**config.mk**
```make
export PLATFORM = sky130hd
export DESIGN_NAME = muldiv_sequencer
export DESIGN_NICKNAME = d
export VERILOG_FILES = /design/src/rtl/muldiv_pkg.sv /design/src/rtl/muldiv_result_cache.sv /design/src/rtl/muldiv_sequencer.sv
export SDC_FILE = /design/constraint.sdc
export NUM_CORES = 1
export LEC_CHECK = 0
export ABC_AREA = 1
export CAP_MARGIN = 15
export CELL_PAD_IN_SITES_DETAIL_PLACEMENT = 1
export CELL_PAD_IN_SITES_GLOBAL_PLACEMENT = 2
export CORE_ASPECT_RATIO = 0.8
export CORE_MARGIN = 5
export CORE_UTILIZATION = 22
export CTS_CLUSTER_SIZE = 30
export DETAILED_ROUTE_END_ITERATION = 8
export PLACE_DENSITY = 0.83
export RECOVER_POWER = 50
export SLEW_MARGIN = 20
export SYNTH_ARGS = -nofsm -noshare
export SYNTH_HDL_FRONTEND = slang
export SYNTH_HIERARCHICAL = 1
export SYNTH_SLANG_ARGS = --single-unit
export TNS_END_PERCENT = 5
```
**constraint.sdc**
```tcl
create_clock -name clk -period 2.2 [get_ports clk]
set_input_delay 0.44 -clock clk [delete_from_list [all_inputs] [get_ports clk]]
set_output_delay 0.44 -clock clk [all_outputs]
set_load 0.01 [all_outputs]
```
**src/rtl/muldiv_pkg.sv**
```systemverilog
// Shared types and helpers for the RV32M execute-stage mul/div sequencer.
package muldiv_pkg;

  localparam int XLEN = 32;

  typedef enum logic [2:0] {
    OP_MUL    = 3'b000,
    OP_MULH   = 3'b001,
    OP_MULHSU = 3'b010,
    OP_MULHU  = 3'b011,
    OP_DIV    = 3'b100,
    OP_DIVU   = 3'b101,
    OP_REM    = 3'b110,
    OP_REMU   = 3'b111
  } m_op_e;

  typedef enum logic [2:0] {
    IDLE     = 3'd0,
    MUL_BUSY = 3'd1,
    DIV_BUSY = 3'd2,
    DONE     = 3'd3,
    DRAIN    = 3'd4
  } seq_state_e;

  typedef enum logic [1:0] {
    MUL_SS = 2'b00,
    MUL_SU = 2'b01,
    MUL_UU = 2'b10
  } mul_mode_e;

  // MUL and MULH both want a signed*signed product; only the half taken differs.
  function automatic mul_mode_e mul_mode_of(input m_op_e op);
    case (op)
      OP_MULHSU: return MUL_SU;
      OP_MULHU:  return MUL_UU;
      default:   return MUL_SS;
    endcase
  endfunction

  function automatic logic op_is_div(input m_op_e op);
    return op[2];
  endfunction

  function automatic logic op_is_rem(input m_op_e op);
    return op[2] & op[1];
  endfunction

  function automatic logic op_div_signed(input m_op_e op);
    return op[2] & ~op[0];
  endfunction

endpackage

```
**src/rtl/muldiv_result_cache.sv**
```systemverilog
// Remembers the last multiplier product and the last divider quot/rem pair so an
// identical follow-up request (e.g. MULH then MUL, DIV then REM) skips the unit.
// Only instantiated when MULDIV_REUSE_EN is defined.
module muldiv_result_cache #(
  parameter int XLEN = muldiv_pkg::XLEN
) (
  input  logic                 clk,
  input  logic                 rst,
  input  muldiv_pkg::m_op_e    lookup_op,
  input  logic [XLEN-1:0]      lookup_a,
  input  logic [XLEN-1:0]      lookup_b,
  output logic                 hit,
  output logic [XLEN-1:0]      hit_result,
  input  logic                 mul_wr,
  input  logic                 div_wr,
  input  muldiv_pkg::m_op_e    wr_op,
  input  logic [XLEN-1:0]      wr_a,
  input  logic [XLEN-1:0]      wr_b,
  input  logic [2*XLEN-1:0]    wr_product,
  input  logic [XLEN-1:0]      wr_quot,
  input  logic [XLEN-1:0]      wr_rem
);
  import muldiv_pkg::*;

  logic              mul_vld_q, mul_vld_d;
  logic [XLEN-1:0]   mul_a_q, mul_a_d, mul_b_q, mul_b_d;
  mul_mode_e         mul_mode_q, mul_mode_d;
  logic [2*XLEN-1:0] mul_prod_q, mul_prod_d;
  logic              div_vld_q, div_vld_d;
  logic [XLEN-1:0]   div_a_q, div_a_d, div_b_q, div_b_d;
  logic              div_sgn_q, div_sgn_d;
  logic [XLEN-1:0]   div_quot_q, div_quot_d, div_rem_q, div_rem_d;

  // Capture a completed unit result together with the key that produced it.
  always_comb begin
    mul_vld_d  = mul_vld_q;
    mul_a_d    = mul_a_q;
    mul_b_d    = mul_b_q;
    mul_mode_d = mul_mode_q;
    mul_prod_d = mul_prod_q;
    div_vld_d  = div_vld_q;
    div_a_d    = div_a_q;
    div_b_d    = div_b_q;
    div_sgn_d  = div_sgn_q;
    div_quot_d = div_quot_q;
    div_rem_d  = div_rem_q;
    if (mul_wr) begin
      mul_vld_d  = 1'b1;
      mul_a_d    = wr_a;
      mul_b_d    = wr_b;
      mul_mode_d = mul_mode_of(wr_op);
      mul_prod_d = wr_product;
    end
    if (div_wr) begin
      div_vld_d  = 1'b1;
      div_a_d    = wr_a;
      div_b_d    = wr_b;
      div_sgn_d  = op_div_signed(wr_op);
      div_quot_d = wr_quot;
      div_rem_d  = wr_rem;
    end
  end

  // Cache storage; only reset ever invalidates it.
  always_ff @(posedge clk or negedge rst) begin
    if (!rst) begin
      mul_vld_q  <= 1'b0;
      mul_a_q    <= '0;
      mul_b_q    <= '0;
      mul_mode_q <= MUL_SS;
      mul_prod_q <= '0;
      div_vld_q  <= 1'b0;
      div_a_q    <= '0;
      div_b_q    <= '0;
      div_sgn_q  <= 1'b0;
      div_quot_q <= '0;
      div_rem_q  <= '0;
    end else begin
      mul_vld_q  <= mul_vld_d;
      mul_a_q    <= mul_a_d;
      mul_b_q    <= mul_b_d;
      mul_mode_q <= mul_mode_d;
      mul_prod_q <= mul_prod_d;
      div_vld_q  <= div_vld_d;
      div_a_q    <= div_a_d;
      div_b_q    <= div_b_d;
      div_sgn_q  <= div_sgn_d;
      div_quot_q <= div_quot_d;
      div_rem_q  <= div_rem_d;
    end
  end

  // Key match against the incoming request and pick the half/field it asks for.
  always_comb begin
    hit        = 1'b0;
    hit_result = '0;
    if (op_is_div(lookup_op)) begin
      if (div_vld_q && lookup_a == div_a_q && lookup_b == div_b_q &&
          op_div_signed(lookup_op) == div_sgn_q) begin
        hit        = 1'b1;
        hit_result = op_is_rem(lookup_op) ? div_rem_q : div_quot_q;
      end
    end else if (mul_vld_q && lookup_a == mul_a_q && lookup_b == mul_b_q &&
                 mul_mode_of(lookup_op) == mul_mode_q) begin
      hit        = 1'b1;
      hit_result = (lookup_op == OP_MUL) ? mul_prod_q[XLEN-1:0] : mul_prod_q[2*XLEN-1:XLEN];
    end
  end

endmodule

```
**src/rtl/muldiv_sequencer.sv**
```systemverilog
// Execute-stage controller for the RV32M mul/div units: launches one op, stalls the
// pipe until the unit answers, and emits a single response beat. Divide-by-zero and
// signed overflow are answered locally. Optional result reuse: MULDIV_REUSE_EN.
module muldiv_sequencer #(
  parameter int XLEN            = muldiv_pkg::XLEN,
  parameter int WATCHDOG_CYCLES = 64
) (
  input  logic              clk,
  input  logic              rst,
  input  logic              req_valid,
  input  logic [2:0]        req_funct3,
  input  logic [XLEN-1:0]   req_a,
  input  logic [XLEN-1:0]   req_b,
  input  logic              flush,
  output logic              stall,
  output logic              resp_valid,
  output logic [XLEN-1:0]   resp_result,
  output logic [XLEN-1:0]   unit_a,
  output logic [XLEN-1:0]   unit_b,
  output logic              mul_start,
  output logic [1:0]        mul_mode,
  input  logic              mul_done,
  input  logic [2*XLEN-1:0] mul_product,
  output logic              div_start,
  output logic              div_signed,
  input  logic              div_done,
  input  logic [XLEN-1:0]   div_quot,
  input  logic [XLEN-1:0]   div_rem,
  output logic              timeout_err
);
  import muldiv_pkg::*;

  localparam int WD_W = $clog2(WATCHDOG_CYCLES + 1);

  seq_state_e        state_q, state_d;
  m_op_e             op_q, op_d;
  logic [XLEN-1:0]   unit_a_q, unit_a_d, unit_b_q, unit_b_d;
  logic [XLEN-1:0]   result_q, result_d;
  logic [WD_W-1:0]   wd_cnt_q, wd_cnt_d;
  logic              timeout_q, timeout_d;
  logic              mul_start_q, mul_start_d, div_start_q, div_start_d;

  m_op_e             req_op;
  logic              accept, special, wd_expired, launched_done;
  logic [XLEN-1:0]   special_result, unit_result;
  logic              cache_hit;
  logic [XLEN-1:0]   cache_result;

`ifdef MULDIV_REUSE_EN
  muldiv_result_cache #(.XLEN(XLEN)) u_cache (
    .clk        (clk),
    .rst        (rst),
    .lookup_op  (req_op),
    .lookup_a   (req_a),
    .lookup_b   (req_b),
    .hit        (cache_hit),
    .hit_result (cache_result),
    .mul_wr     ((state_q == MUL_BUSY) && mul_done && !flush),
    .div_wr     ((state_q == DIV_BUSY) && div_done && !flush),
    .wr_op      (op_q),
    .wr_a       (unit_a_q),
    .wr_b       (unit_b_q),
    .wr_product (mul_product),
    .wr_quot    (div_quot),
    .wr_rem     (div_rem)
  );
`else
  assign cache_hit    = 1'b0;
  assign cache_result = '0;
`endif

  // Decode the request and resolve divide-by-zero / signed overflow without the divider.
  always_comb begin
    req_op         = m_op_e'(req_funct3);
    accept         = (state_q == IDLE) && req_valid && !flush;
    special        = 1'b0;
    special_result = '0;
    if (op_is_div(req_op)) begin
      if (req_b == '0) begin
        special        = 1'b1;
        special_result = op_is_rem(req_op) ? req_a : '1;
      end else if (op_div_signed(req_op) && req_a == {1'b1, {(XLEN-1){1'b0}}} && req_b == '1) begin
        special        = 1'b1;
        special_result = op_is_rem(req_op) ? '0 : req_a;
      end
    end
    launched_done = op_is_div(op_q) ? div_done : mul_done;
    if (op_is_div(op_q))
      unit_result = op_is_rem(op_q) ? div_rem : div_quot;
    else
      unit_result = (op_q == OP_MUL) ? mul_product[XLEN-1:0] : mul_product[2*XLEN-1:XLEN];
    wd_expired = (wd_cnt_q >= WD_W'(WATCHDOG_CYCLES - 1));
  end

  // Next-state, launch and watchdog logic.
  always_comb begin
    state_d     = state_q;
    op_d        = op_q;
    unit_a_d    = unit_a_q;
    unit_b_d    = unit_b_q;
    result_d    = result_q;
    wd_cnt_d    = wd_cnt_q;
    timeout_d   = timeout_q;
    mul_start_d = 1'b0;
    div_start_d = 1'b0;
    case (state_q)
      IDLE: begin
        if (accept) begin
          if (special) begin
            result_d = special_result;
            state_d  = DONE;
          end else if (cache_hit) begin
            result_d = cache_result;
            state_d  = DONE;
          end else begin
            op_d     = req_op;
            unit_a_d = req_a;
            unit_b_d = req_b;
            wd_cnt_d = '0;
            if (op_is_div(req_op)) begin
              div_start_d = 1'b1;
              state_d     = DIV_BUSY;
            end else begin
              mul_start_d = 1'b1;
              state_d     = MUL_BUSY;
            end
          end
        end
      end
      MUL_BUSY, DIV_BUSY: begin
        if (launched_done) begin
          state_d = flush ? IDLE : DONE;
          if (!flush) result_d = unit_result;
        end else if (wd_expired) begin
          timeout_d = 1'b1;
          state_d   = IDLE;
        end else begin
          wd_cnt_d = wd_cnt_q + WD_W'(1);
          if (flush) state_d = DRAIN;
        end
      end
      DRAIN: begin
        if (launched_done) begin
          state_d = IDLE;
        end else if (wd_expired) begin
          timeout_d = 1'b1;
          state_d   = IDLE;
        end else begin
          wd_cnt_d = wd_cnt_q + WD_W'(1);
        end
      end
      DONE:    state_d = IDLE;
      default: state_d = IDLE;
    endcase
  end

  // State, operand, result and watchdog registers.
  always_ff @(posedge clk or negedge rst) begin
    if (!rst) begin
      state_q     <= IDLE;
      op_q        <= OP_MUL;
      unit_a_q    <= '0;
      unit_b_q    <= '0;
      result_q    <= '0;
      wd_cnt_q    <= '0;
      timeout_q   <= 1'b0;
      mul_start_q <= 1'b0;
      div_start_q <= 1'b0;
    end else begin
      state_q     <= state_d;
      op_q        <= op_d;
      unit_a_q    <= unit_a_d;
      unit_b_q    <= unit_b_d;
      result_q    <= result_d;
      wd_cnt_q    <= wd_cnt_d;
      timeout_q   <= timeout_d;
      mul_start_q <= mul_start_d;
      div_start_q <= div_start_d;
    end
  end

  // Stall is forced low while reset is held so a pending request cannot freeze the pipe.
  always_comb begin
    stall = rst && (((state_q == IDLE) && req_valid && !flush) ||
                    (state_q == MUL_BUSY) || (state_q == DIV_BUSY) ||
                    ((state_q == DRAIN) && req_valid));
    resp_valid = (state_q == DONE) && !flush;
  end

  assign resp_result = result_q;
  assign unit_a      = unit_a_q;
  assign unit_b      = unit_b_q;
  assign mul_start   = mul_start_q;
  assign div_start   = div_start_q;
  assign mul_mode    = mul_mode_of(op_q);
  assign div_signed  = op_div_signed(op_q);
  assign timeout_err = timeout_q;

endmodule

```
==> tab_implementation.tex, run 1 <==
\begin{tabular}{lr}
\hline
Metric & Value \\
\hline
\multicolumn{2}{l}{\textbf{STA}} \\
Setup-failing EPs final & 0 \\
Max Fclk & around 460 MHz \\
Post-Route Hold Slack & a little over 0.4 ns \\
Final number of hold-violating endpoints & 0 \\
Unrepaired setup endpoints after global routing & true \\
Post-route minimum period & roughly 2.2 ns \\
Actual transition at the worst max-transition pin & around 1.7 ns \\
Period Utilization, post-route & 0.9829 \\
Count of pins over their slew limit & 113 \\
Sum of negative setup slack & 0 ns \\
Final setup slack of the worst path & approximately 0.038 ns \\
Worst Clk Skew & between 0.01 and 0.015 ns \\
Relative slew margins & -0.1366 \\
\multicolumn{2}{l}{\textbf{Floorplan}} \\
DIE AREA & between 30,000 and 40,000 um\^{}2 \\
Area of the core region & 30,450 um\^{}2 \\
Number of I/O pins & 305 \\
Initial Utilization & 0.2232 \\
Width of the die & 206.5 um \\
Standard-cell rows & between 50 and 60 \\
Die extent in y & around 170 um \\
\multicolumn{2}{l}{\textbf{Run status}} \\
Violated checks & capacitance limit, slew limit \\
Status & finished, violations left \\
\multicolumn{2}{l}{\textbf{Global route}} \\
Initial antenna violation count & 5 \\
Sum of overflow across all layers after global routing & 0 \\
Vias in the first global route & $\sim$8,700 \\
Tot GR Track Use & 0.1923 \\
Global-route wire length before repair & 51.83 mm \\
Pin count of the biggest net entering global routing & around 110 \\
\multicolumn{2}{l}{\textbf{Setup path}} \\
Crit Path Class & reg -> out \\
Max incr delay on CP & roughly 0.44 ns \\
Cell occurring most often along the worst timing path & sky130\_fd\_sc\_hd\_\_inv\_4 \\
Data arrival, critical path & 1.72 ns \\
Crit path capture type & output pin \\
R2R setup slack & approximately 0.13 ns \\
Cell at the slowest stage of the critical path & sky130\_fd\_sc\_hd\_\_dfrtp\_2 \\
Cell Chain, Critical Path & nor2\_4 > inv\_4 > nor2\_8 > inv\_4 > nor2\_8 > inv\_4 > a31oi\_4 > buf\_6 \\
Endpoint required time on the critical path & about 1.8 ns \\
Startpoint types & register \\
Crit path max fanout & 4 \\
\multicolumn{2}{l}{\textbf{Placed design}} \\
Dpl ws & -0.3883 ns \\
Detailed-placement wirelength estimate & approximately 27 mm \\
Gpl congestion & 0.8600 \\
Port Buf Inserts & 304 \\
\multicolumn{2}{l}{\textbf{CTS}} \\
Clock latency on the worst-skew pair & 0.37 ns \\
TritonCTS clock tree & built \\
TritonCTS buffer count & 9 \\
Clk buf depth & 2 \\
Cell chosen for the clock root & sky130\_fd\_sc\_hd\_\_clkbuf\_16 \\
CTS H-tree lvls & 3 \\
Clock slew at the register clock pins of the worst setup and hold paths & $\sim$0.08 ns \\
Num Clock Sinks & roughly 110 \\
Cts-stage hold buffer count & 0 \\
\multicolumn{2}{l}{\textbf{Layout}} \\
Most used cells in the layout excluding fill and tap cells & 365 x sky130\_fd\_sc\_hd\_\_nand2\_1, 291 x sky130\_fd\_sc\_hd\_\_clkdlybuf4s50\_1, 214 x sky130\_fd\_sc\_hd\_\_nand3\_1 \\
Number of antenna cells inserted & 0 \\
Most common cell after layout, fill and taps aside & sky130\_fd\_sc\_hd\_\_nand2\_1 \\
NumNets Final & 1,572 \\
Filler instances & approximately 3,800 \\
Area grow syn2layout & 71.94\% \\
Share of cells above drive strength 1 & 0.1498 \\
Finished Core Util & 0.3837 \\
\multicolumn{2}{l}{\textbf{Synthesis}} \\
Synth unique cells & 32 \\
\#FFs+latches synth & between 100 and 150 \\
Sequential-to-total area share from yosys stat & 0.4124 \\
Synthesis warning total & 6 \\
Mean instance size in the synthesized netlist & approximately 7 um\^{}2 \\
Top cell type by total area after synthesis & sky130\_fd\_sc\_hd\_\_dfrtp\_1 \\
Mapped Nets & 1,187 \\
Top-area cell type share of the netlist area & 0.4124 \\
Count of mapped cells out of synthesis & about 990 \\
Area contributors post-synth & sky130\_fd\_sc\_hd\_\_dfrtp\_1 41\%, sky130\_fd\_sc\_hd\_\_nand2\_1 20\%, sky130\_fd\_sc\_hd\_\_nand3\_1 16\% \\
Synth Cell Area & 6797 um\^{}2 \\
\multicolumn{2}{l}{\textbf{Route}} \\
Vias per cell & around 4.6 \\
Post-detailed-route wirelength per cell & 19.89 um \\
TritonRoute pass-1 iters & 5 \\
Total wire length after detailed routing & approximately 36 mm \\
Post-detailed-route count of antenna-violating nets & 0 \\
DR vias & 8,311 \\
Number of design-rule violations left by the first detailed-router iteration & about 520 \\
DR DRC count & 0 \\
\multicolumn{2}{l}{\textbf{Power and ir drop}} \\
Largest vdd supply drop & between 0.0006 and 0.0007 V \\
Leak Pwr & roughly 5.5 nW \\
Power density cells & roughly 1200 nW/um\^{}2 \\
Total design power & 0.01355 W \\
\multicolumn{2}{l}{\textbf{Worst hold path}} \\
Worst min path class & in -> reg \\
\multicolumn{2}{l}{\textbf{Run}} \\
Max Cap Viol & 1 \\
\hline
\end{tabular}
-- registers in the layout, summed over array words and instances (netlist names) --
register,count
resp_result,32
unit_a,32
unit_b,32
wd_cnt_q,7
op_q,3
state_q,3
div_start,1
mul_start,1
timeout_err,1
-- power breakdown --
part	internal (W)	switching [W]	total [W]	leakage, nW
clock network	0.000823	0.000898	0.00172	0.142
logic	0.00372	0.00467	0.00839	3.94
registers	0.00289	0.000543	0.00343	1.43
total	0.00744	0.00611	0.0135	5.51
-- repair_timing --
action	4_1_cts	5_1_grt
gates resized for setup	10	25
setup buffers	3	11
gates cloned	0	6
endpoints found under the setup margin	5	98
pin swaps	3	12
-- cells by family after synthesis --
| family | share of synthesized area |
|---|---|
| simple gates | 0.4330 |
| compound gates | 0.07566 |
| fa+ha+maj | 0.001841 |
| flops | 0.4124 |
| buf+inv | 0.07456 |
| xor+xnor | 0.002578 |
-- synthesized netlist by cell type (all sizes together) --
master   number
o2111ai      31
buf          36
o22ai         3
xor2          2
or2           2
clkbuf       30
ha            1
inv          49
dfrtp       112
nand4         6
and2          1
o21ai        34
o21bai        1
nand3       215
nor2         76
nor3          4
a31oi         1
nand2       375
a21oi         6
-- path summary, 6_finish.rpt --
check | start | end | cells past startpoint
max reg2reg | state_q[0]$_DFFE_PN0P_ | wd_cnt_q[1]$_DFFE_PN0P_ | 13
min reg2reg | unit_b[17]$_DFFE_PN0P_ | unit_b[17]$_DFFE_PN0P_ | 2
max | state_q[1]$_DFFE_PN0P_ | stall | 8
min | req_b[16] | unit_b[16]$_DFFE_PN0P_ | 3
min in group asynchronous | rst | resp_result[4]$_DFFE_PN0P_ | 2
max in group asynchronous | rst | op_q[2]$_DFFE_PN0P_ | 2
-- routing by layer --
layer,vias to the layer above,part of all wire,track usage
met2,226,0.48,0.3240
li1,4024,-,-
met4,10,0.013,0.03383
met1,4020,0.44,0.2534
met3,31,0.060,0.04718
met5,-,0.0023,0
-- critical path, delay by kind of cell (launching register included) --
kind,cells,cell delay (ns)
compound gates,1,0.20
buf+inv,4,0.32
flops,1,0.44
simple gates,3,0.40
-- through the flow --
step	instances	area, um^2
detailed placement	1752	11050
CTS	1771	11390
floorplan	985	6797
global placement	1752	11050
finish	1788	11690
global route	1788	11690
-- area by class of cell --
cell class,instances,area [um^2],share of cell area
multi-input combinational,758,3580,0.3063
clock buffer,10,239.0,0.02045
timing repair buffer,440,4302,0.3681
clock inverter,6,50.05,0.004283
inverter,49,193.9,0.01660
tap,413,516.7,0.04422
sequential,112,2805,0.2400
No activity file was read; power rests on OpenSTA's default activity.
==> inputs of run 2 (changes only) <==
ABC_AREA = default   (was 1)
CORE_UTILIZATION = 35   (was 22)
DONT_BUFFER_PORTS = 1   (was default)
PLACE_DENSITY = 0.75   (was 0.83)
==> tab_implementation.tex, run 2 <==
\begin{tabular}{lr}
\hline
Metric & Value \\
\hline
\multicolumn{2}{l}{\textbf{Layout}} \\
Most common cell after layout, fill and taps aside & sky130\_fd\_sc\_hd\_\_dfrtp\_1 \\
Share of cells above drive strength 1 & 0.2915 \\
Finished Core Util & 0.4057 \\
Number of antenna cells inserted & 0 \\
Finished layout cell area & roughly 7400 um\^{}2 \\
Finished Layout Cells & around 840 \\
NumNets Final & slightly below 800 \\
Most used cells in the layout excluding fill and tap cells & 110 x sky130\_fd\_sc\_hd\_\_dfrtp\_1, 60 x sky130\_fd\_sc\_hd\_\_mux2\_2, 42 x sky130\_fd\_sc\_hd\_\_nand2\_1 \\
Filler instances & $\sim$2,000 \\
Area grow syn2layout & 12.96\% \\
\multicolumn{2}{l}{\textbf{Route}} \\
DR vias & around 4,900 \\
TritonRoute pass-1 iters & 5 \\
Vias per cell & a little under 6 \\
Post-detailed-route count of antenna-violating nets & 0 \\
Total wire length after detailed routing & about 22 mm \\
Number of design-rule violations left by the first detailed-router iteration & around 210 \\
DR DRC count & 0 \\
Post-detailed-route wirelength per cell & between 20 and 30 um \\
\multicolumn{2}{l}{\textbf{Synthesis}} \\
Async set or reset register ratio after synthesis & 1.000 \\
Synth Cell Area & between 6000 and 7000 um\^{}2 \\
Top cells by instance count after synthesis & 112 x sky130\_fd\_sc\_hd\_\_dfrtp\_1, 60 x sky130\_fd\_sc\_hd\_\_mux2\_2, 43 x sky130\_fd\_sc\_hd\_\_nor2\_1 \\
Primary flip-flop cell chosen by synthesis mapping & sky130\_fd\_sc\_hd\_\_dfrtp\_1 \\
Cell with the most instances after synthesis & sky130\_fd\_sc\_hd\_\_dfrtp\_1 \\
Count of mapped cells out of synthesis & $\sim$580 \\
\#FFs+latches synth & between 100 and 150 \\
Area contributors post-synth & sky130\_fd\_sc\_hd\_\_dfrtp\_1 43\%, sky130\_fd\_sc\_hd\_\_mux2\_2 10\%, sky130\_fd\_sc\_hd\_\_mux2\_4 9.1\% \\
Mapped Nets & $\sim$780 \\
Sequential-to-total area share from yosys stat & 0.4269 \\
Mean instance size in the synthesized netlist & approximately 11 um\^{}2 \\
Synth unique cells & 52 \\
Top-area cell type share of the netlist area & 0.4269 \\
Synthesis warning total & 6 \\
Top cell type by total area after synthesis & sky130\_fd\_sc\_hd\_\_dfrtp\_1 \\
Number of enable-type register cells in the synthesized netlist & 0 \\
\multicolumn{2}{l}{\textbf{Global route}} \\
Initial antenna violation count & 0 \\
Sum of overflow across all layers after global routing & 0 \\
Global-route wire length before repair & 33.26 mm \\
Vias in the first global route & around 5,400 \\
Tot GR Track Use & 0.1975 \\
Pin count of the biggest net entering global routing & around 110 \\
\multicolumn{2}{l}{\textbf{Setup path}} \\
Startpoint types & input pin \\
Number of buffers and inverters on the critical path & 1 \\
Cell at the slowest stage of the critical path & sky130\_fd\_sc\_hd\_\_or4\_4 \\
Crit path max fanout & 32 \\
CP delay by family, top & simple AND/OR/NAND/NOR gates \\
Crit path capture type & register \\
Data arrival, critical path & 2.40 ns \\
R2R setup slack & about 0.090 ns \\
Crit Path Class & in -> reg \\
Endpoint required time on the critical path & between 2 and 2.5 ns \\
Cell Chain, Critical Path & or4\_4 > nand2b\_4 > nor4\_4 > nand2\_1 > a31oi\_4 > buf\_12 > mux2\_1 \\
Max incr delay on CP & approximately 0.56 ns \\
\multicolumn{2}{l}{\textbf{Power and ir drop}} \\
Power density cells & roughly 1400 nW/um\^{}2 \\
Largest vdd supply drop & around 0.0009 V \\
Leak Pwr & just over 3 nW \\
\multicolumn{2}{l}{\textbf{Placed design}} \\
Number of placed instances, taps included & about 830 \\
Port Buf Inserts & 0 \\
Gpl congestion & approximately 0.77 \\
Detailed-placement wirelength estimate & $\sim$17 mm \\
Area after detailed placement & between 7000 and 8000 um\^{}2 \\
\multicolumn{2}{l}{\textbf{STA}} \\
Post-route minimum period & between 2 and 2.5 ns \\
Relative slew margins & 0.5576 \\
Unrepaired setup endpoints after global routing & true \\
Final number of hold-violating endpoints & $\sim$110 \\
Setup-failing EPs final & 0 \\
Sum of negative setup slack & 0 ns \\
Count of pins over their slew limit & 0 \\
Actual transition at the worst max-transition pin & 0.6637 ns \\
Max Fclk & between 400 and 500 MHz \\
Period Utilization, post-route & 0.9856 \\
Worst Clk Skew & around 0.0082 ns \\
Post-Route Hold Slack & -0.2264 ns \\
\multicolumn{2}{l}{\textbf{CTS}} \\
Cell chosen for the clock root & sky130\_fd\_sc\_hd\_\_clkbuf\_16 \\
Clk buf depth & 2 \\
CTS H-tree lvls & 3 \\
Clock slew at the register clock pins of the worst setup and hold paths & 0.08 ns \\
Clock latency on the worst-skew pair & 0.35 ns \\
Num Clock Sinks & 112 \\
TritonCTS clock tree & built \\
TritonCTS buffer count & 9 \\
\multicolumn{2}{l}{\textbf{Run status}} \\
Status & finished, violations left \\
Violated checks & hold timing \\
\multicolumn{2}{l}{\textbf{Floorplan}} \\
Standard-cell rows & 44 \\
Die extent in y & between 100 and 150 um \\
Area of the core region & approximately 18,000 um\^{}2 \\
Number of I/O pins & just over 300 \\
Initial Utilization & 0.3592 \\
DIE AREA & $\sim$22,000 um\^{}2 \\
Width of the die & about 160 um \\
\multicolumn{2}{l}{\textbf{Run}} \\
Max Cap Viol & 0 \\
\multicolumn{2}{l}{\textbf{Worst hold path}} \\
Worst min path class & in -> async \\
\hline
\end{tabular}
==> run 2: repair_timing <==
action | in CTS | in global routing
endpoints found under the setup margin | 33 | 37
resized for setup | 3 | 8
endpoints found under the hold margin | 112 | 112
buffers inserted | 0 | 0
pin swaps | 1 | 0
==> run 2: cells by family (layout without fill, tap and decap cells) <==
family          Yosys count  count (layout)  share of synthesized area
mux                     164             164                     0.2977
simple gates            158             158                     0.1243
flops                   112             112                     0.4269
compound gates           99              99                     0.1107
buf+inv                  47              55                    0.03716
fa+ha+maj                 1               1                   0.001906
xor+xnor                  1               1                   0.001334
==> run 2: cell type report <==
| cell class | instances | area [um^2] | share of cell area |
|---|---|---|---|
| clock buffer | 9 | 225.2 | 0.03037 |
| inverter | 6 | 22.52 | 0.003037 |
| tap | 253 | 316.6 | 0.04269 |
| sequential | 112 | 2805 | 0.3783 |
| clock inverter | 7 | 102.6 | 0.01383 |
| timing repair buffer | 33 | 314.1 | 0.04235 |
| multi-input combinational | 423 | 3630 | 0.4895 |
==> run 2: final timing paths <==
kind,from,end,cells past startpoint
min reg2reg,wd_cnt_q[6]$_DFFE_PN0P_,wd_cnt_q[6]$_DFFE_PN0P_,2
max in group asynchronous,rst,resp_result[12]$_DFFE_PN0P_,0
max,req_a[21],resp_result[7]$_DFFE_PN0P_,7
min,rst,unit_b[20]$_DFFE_PN0P_,0
max reg2reg,op_q[0]$_DFFE_PN0P_,resp_result[3]$_DFFE_PN0P_,6
min in group clk,req_funct3[2],mul_start$_DFF_PN0_,1
==> run 2: power by group <==
group | switching, W | internal (W)
logic | 0.00214 | 0.00228
registers | 0.00121 | 0.00299
clock network | 0.000803 | 0.00101
==> run 2: layer usage <==
| layer | vias to the layer above | global-route usage | wire, um |
|---|---|---|---|
| met2 | 209 | 0.3369 | 10820 |
| met5 | - | 0 | 0 |
| met3 | 15 | 0.07432 | 2009 |
| met4 | 0 | 0.04332 | 276 |
| met1 | 2502 | 0.2384 | 9000 |
| li1 | 2197 | - | - |
==> run 2: worst register-to-register path, cell delays in order, from the launching register on <==
cell and delay [ns]:
sky130_fd_sc_hd__dfrtp_1 0.52, sky130_fd_sc_hd__nor2_4 0.16, sky130_fd_sc_hd__buf_12 0.22, sky130_fd_sc_hd__mux2_2 0.38, sky130_fd_sc_hd__o211ai_1 0.28, sky130_fd_sc_hd__o31ai_1 0.13
sky130_fd_sc_hd__mux2_1 0.31
==> run 2: metrics by stage <==
step           total power (W)  setup WS (ns)
2_1_floorplan         0.007346        -0.2097
3_3_place_gp          0.008447        -0.4677
3_5_place_dp          0.008665        -0.4340
4_1_cts                0.01056        0.01715
5_1_grt                0.01110       -0.02418
6_report               0.01043        0.03178
==> inputs of run 3 (changes only) <==
SLEW_MARGIN = default   (was 20)
==> results of run 3 <==
The final DEF is identical to that of run 2; final timing and power are the same.
